**src/rtl/ring_ctr_rotator_if.sv**
```systemverilog
// Bus bundle for the ring counter: direction and seed in, ring state out.
// There is no handshake here. The master drives mode and init every cycle.
// The slave returns the registered ring state on count.
interface ring_ctr_rotator_if #(
  parameter int WIDTH = 8
);
  logic             mode;
  logic [WIDTH-1:0] init;
  logic [WIDTH-1:0] count;

  modport master (
    output mode,
    output init,
    input  count
  );

  modport slave (
    input  mode,
    input  init,
    output count
  );
endinterface

```
**src/rtl/ring_ctr_rotator.sv**
```systemverilog
// Bidirectional ring counter with a loadable seed.
// Reset loads init, or 1 in the LSB when init is zero, so the ring never sticks
// at all-zeros. Outside reset the pattern rotates one bit per clock. mode=1
// rotates toward the MSB and mode=0 rotates toward the LSB.
module ring_ctr_rotator #(
  parameter int WIDTH = 8
) (
  input  logic                clk,
  input  logic                rst,
  ring_ctr_rotator_if.slave   bus
);

  localparam logic [WIDTH-1:0] ONE_HOT_SEED = {{(WIDTH-1){1'b0}}, 1'b1};

  logic [WIDTH-1:0] ring;

  // Ring register: seed load while rst is high, otherwise a single-bit rotate.
  always_ff @(posedge clk) begin
    if (rst) begin
      if (bus.init != '0) begin
        ring <= bus.init;
      end else begin
        ring <= ONE_HOT_SEED;
      end
    end else if (bus.mode) begin
      ring <= {ring[WIDTH-2:0], ring[WIDTH-1]};
    end else begin
      ring <= {ring[0], ring[WIDTH-1:1]};
    end
  end

  assign bus.count = ring;

endmodule

```
**src/flat_wrapper.sv**
```systemverilog
// flat-port wrapper written by rule: the top's interface ports become plain ports
module ring_ctr_rotator_flat 
#(
  parameter int WIDTH = 8
)
  (clk, rst, bus_mode, bus_init, bus_count);
  ring_ctr_rotator_if #(.WIDTH(WIDTH)) bus_i ();
  input  logic clk;
  input  logic rst;
  input wire logic [$bits(bus_i.mode)-1:0] bus_mode;
  input wire logic [$bits(bus_i.init)-1:0] bus_init;
  output wire logic [$bits(bus_i.count)-1:0] bus_count;
  assign bus_i.mode = bus_mode;
  assign bus_i.init = bus_init;
  assign bus_count = bus_i.count;
  ring_ctr_rotator #(.WIDTH(WIDTH)) u_core (.clk(clk), .rst(rst), .bus(bus_i));
endmodule
```
**config.mk**
```make
export PLATFORM = sky130hd
export DESIGN_NAME = ring_ctr_rotator_flat
export DESIGN_NICKNAME = d
export VERILOG_FILES = /design/src/rtl/ring_ctr_rotator_if.sv /design/src/rtl/ring_ctr_rotator.sv /design/src/flat_wrapper.sv
export SDC_FILE = /design/constraint.sdc
export NUM_CORES = 1
export LEC_CHECK = 0
export CORE_AREA = 5 5 42 44
export DETAILED_ROUTE_END_ITERATION = 8
export DIE_AREA = 0 0 47 49
export GPL_ROUTABILITY_DRIVEN = 0
export PLACE_DENSITY = 0.63
export SLEW_MARGIN = 30
export SYNTH_ARGS = -nofsm -noshare
export SYNTH_HDL_FRONTEND = slang
export SYNTH_SLANG_ARGS = --single-unit
```
**constraint.sdc**
```tcl
create_clock -name clk -period 1.14 [get_ports clk]
set_clock_uncertainty 0.05 [all_clocks]
set_input_delay 0.228 -clock clk [delete_from_list [all_inputs] [get_ports clk]]
set_output_delay 0.228 -clock clk [all_outputs]
set_load 0.1 [all_outputs]
```
Word-level counts from Yosys, hierarchy flattened
Index checks and enable logic that the tools add are counted.
{ "totals": {"register_bits": 8, "in_bits": 11, "out_inout_bits": 8, "word_cells": 5} }
{ "op_classes": {"muxes": 3, "reduce_logical": 1} }
{ "ops": {"columns": ["op", "n"], "rows": [
  ["8-bit 2-to-1 mux", 3],
  ["8-bit nonzero test", 1]
]} }

Depth between registers and ports, before layout
{ "depth": {"word_depth": 3, "depth_mapped": 4, "ltp_nobuf": 3} }

Worst setup path before layout
No wires, ideal clock.
{ "synth_timing": {"path_type": "register to register", "from": "register u_core.ring[1] (netlist: u_core.bus.count[1])", "to": "register u_core.ring[0] (netlist: u_core.bus.count[0])", "setup_ps": 71, "arrival_time_ps": 1332, "required_ps": 1019, "setup_slack_ps": -314, "stages_incl_launch_ff": 4, "path_buffers": 0, "period_less_slack_ps": 1454, "cell_sequence": "dfxtp_1 -> nor2b_1 -> a211oi_1 -> a21oi_1"} }
{ "synth_via": {"elab_chain_cells": 2} }
{ "synth_rtl": {"columns": ["item", "line", "text"], "rows": [
  ["start: declaration", "ring_ctr_rotator.sv:15", "logic [WIDTH-1:0] ring;"],
  ["start signal: assignment", "ring_ctr_rotator.sv:21", "ring <= bus.init;"],
  ["start signal: assignment", "ring_ctr_rotator.sv:26", "ring <= {ring[WIDTH-2:0], ring[WIDTH-1]};"],
  ["start signal: assignment", "ring_ctr_rotator.sv:28", "ring <= {ring[0], ring[WIDTH-1:1]};"],
  ["8-bit 2-to-1 mux", "ring_ctr_rotator.sv:25", "end else if (bus.mode) begin"],
  ["8-bit 2-to-1 mux", "ring_ctr_rotator.sv:19", "if (rst) begin"]
]} }
Every way passes these cells.

Final worst setup path
{ "layout_timing": {"from": "register u_core.ring[0] (netlist: u_core.bus.count[0])", "to": "output bus_count[0]"} }
{ "layout_lines": {"columns": ["item", "line", "text"], "rows": [
  ["end: declaration", "flat_wrapper.sv:12", "output wire logic [$bits(bus_i.count)-1:0] bus_count;"]
]} }
No word-level cell between the ends.

==> results.sh <==
export IMPL_path_class="flip-flop to output pin"
export IMPL_clockRootBuffer="clkbuf_4"
export IMPL_setup_worst_path_start_class="flip-flop"
export IMPL_fin_ws_ns=0.05289
export IMPL_overflow=0
export IMPL_r2r_slack_ns=0.28
export IMPL_status="complete, no violations"
export IMPL_drt_iter0_markers=5
export IMPL_ys_types=11
export IMPL_cellPowerDensity_mw_per_mm2=1489
export IMPL_dp_hpwl_um=684
export IMPL_critPathTopFamily="flip-flops"
export IMPL_ys_seq_area_share_pct=46.38
export IMPL_timing_final_hold_violations=0
export IMPL_cp_num_cells=1
export IMPL_syn_area_um2=345.3
export IMPL_layout_drive_gt1_share_pct=42.62
export IMPL_dpl_cell_area_um2=653.1
export IMPL_ios=19
export IMPL_hold_path_depth=3
export IMPL_htree_levels=1
export IMPL_place_port_buffers=18
export IMPL_synth_seq_cells=8
export IMPL_grt_pass1_wl_um=1311
export IMPL_rr_endpoint="u_core.bus.count[0]"
export IMPL_cts_tree="done"
export IMPL_finalInstanceArea_um2=699.4
export IMPL_grt_use_total_pct=8.475
export IMPL_syn_mean_instance_area_um2=9.333
export IMPL_max_slew_worst_pin_slew_ns=0.2084
export IMPL_grt_pass1_vias=308
export IMPL_syn2layout_area_growth_pct=102.5
export IMPL_peakVddDrop_v=0.0006773
export IMPL_critPathSlowestCell="dfxtp_2"
export IMPL_reg2reg_from="u_core.bus.count[1]"
export IMPL_dieArea_mm2=0.002303
export IMPL_relSlewSlack_pct=85.99
export IMPL_insertion_delay_ns=0.25
export IMPL_drv_cap=0
export IMPL_cts_buffer_depth=2
export IMPL_diodes=0
export IMPL_min_to="u_core.bus.count[1]"
export IMPL_holdWs_ns=0.1882
export IMPL_stdcell_count=77
export IMPL_routedWlPerCell_um=11.64
export IMPL_initial_core_util_pct=24.64
export IMPL_max_freq_mhz=919.9
export IMPL_cts_sinks=8
export IMPL_vias=344
export IMPL_fin_nets=74
export IMPL_cpPeakStageDelay_ns=0.37
export IMPL_post_route_util_pct=49.91
export IMPL_rows=14
export IMPL_cp_buffers_inverters=1
export IMPL_viasPerCell=4.468
export IMPL_die_y_um=49
export IMPL_end_kind="output pin"
export IMPL_largest_reg_flops=8
export IMPL_drc=0
export IMPL_cp_arrival_ns=0.81
export IMPL_synth_nets=48
export IMPL_hold_start="bus_init[1]"
export IMPL_path_clk_slew_ns=0.05
export IMPL_hold_class="input port to flip-flop"
export IMPL_setup_violations=0
export IMPL_yosysWarnings=0
export IMPL_crit_fanout=3
export IMPL_die_width_um=47
export IMPL_design_core_area_mm2=0.001401
export IMPL_period_minus_slack_ns=1.087
export IMPL_r2r_cells=3
export IMPL_dp_cells=73
export IMPL_finalCritPeriodShare_pct=95.36
export IMPL_synth_cells=37
export IMPL_drtAntennaViolNets=0
export IMPL_drt_pass1_iter_count=4
export IMPL_cts_buffers=3
export IMPL_cp_required_ns=0.86
export IMPL_p_leak_nw=0.3221
export IMPL_path_cells="buf_12"
export IMPL_dp_worst_setup_slack_ns=-0.2218
export IMPL_antenna_found_initial=0
export IMPL_cts_setup_buffers=0
export IMPL_drv_slew=0
export IMPL_wl_um=896
export IMPL_rsz0062_at_grt="no"
export IMPL_grt_max_degree=10
==> repair_timing <==
item                                    CTS  global route
gates resized for setup                   0             6
endpoints found under the setup margin    0             2
hold buffers                              0             0
hold endpoints to repair                  0             0
==> power breakdown <==
part	leakage, nW	internal (mW)	switching [mW]
clock	0.0138	0.121	0.0996
sequential	0.0681	0.318	0.0402
combinational	0.240	0.184	0.278
==> cells in the mapped netlist <==
cell	count	share of area, %
buf_2	1	1.4
nor4_2	1	3.6
nor3_1	1	1.4
nand2_1	7	7.6
o21ai_0	7	10
dfxtp_1	8	46
mux2i_1	7	20
buf_4	1	2.2
a21oi_1	2	2.9
a211oi_1	1	2.2
nor2b_1	1	1.8
==> how the worst max path moves through the flow <==
stage	startpoint	to
after detailed placement	bus_mode	u_core.bus.count[0]
final	u_core.bus.count[0]	bus_count[0]
after CTS	u_core.bus.count[0]	bus_count[0]
after floorplan	u_core.bus.count[1]	u_core.bus.count[0]
after global routing	u_core.bus.count[7]	bus_count[7]
after global placement	bus_mode	u_core.bus.count[2]
==> cells by family (layout without fill, tap and decap cells) <==
| kind of cell | after synthesis | in the layout | synth area share, % |
|---|---|---|---|
| AO/OA/AOI/OAI | 10 | 10 | 15.22 |
| flip-flops | 8 | 8 | 46.38 |
| buffers and inverters | 2 | 26 | 3.623 |
| AND/OR/NAND/NOR | 10 | 10 | 14.49 |
| multiplexers | 7 | 7 | 20.29 |
==> layer usage <==
| metal | global-route usage, % | share of wire, % | vias to the layer above |
|---|---|---|---|
| met1 | 11.31 | 42 | 144 |
| met4 | 9.677 | 1.3 | 0 |
| met3 | 3.321 | 11 | 2 |
| li1 | - | - | 180 |
| met2 | 8.824 | 45 | 18 |
| met5 | 0 | 0 | - |
==> through the flow <==
stage          TNS, ns  power, mW
6_report             0      1.041
5_1_grt              0      1.082
4_1_cts              0      1.050
3_5_place_dp    -1.535     0.8237
3_3_place_gp    -1.495     0.8225
2_1_floorplan        0     0.6203
==> worst reg2reg max path, delay by kind of cell (launching register included) <==
family,cells,cell delay [ns]
compound gates,2,0.23
flops,1,0.33
simple gates,1,0.13
==> area by class of cell <==
| type | instances | area (um^2) |
|---|---|---|
| Fill cell | 135 | 701.9 |
| Timing Repair Buffer | 23 | 309.0 |
| Multi-Input combinational cell | 27 | 177.7 |
| Sequential cell | 8 | 170.2 |
| Clock buffer | 3 | 22.52 |
| Tap cell | 16 | 20.02 |
==> placed cells by master (no fill, tap or decap) <==
cell             count
dfxtp_2              8
buf_6                1
buf_12               8
nor3_1               1
o21ai_0              7
nand2_1              7
dlymetal6s2s_1       3
buf_4                4
a21oi_1              2
nor2b_1              1
nor4_2               1
mux2i_1              7
a211oi_2             1
clkdlybuf4s50_1      7
clkbuf_4             3
No activity file was read; power rests on OpenSTA's default activity.
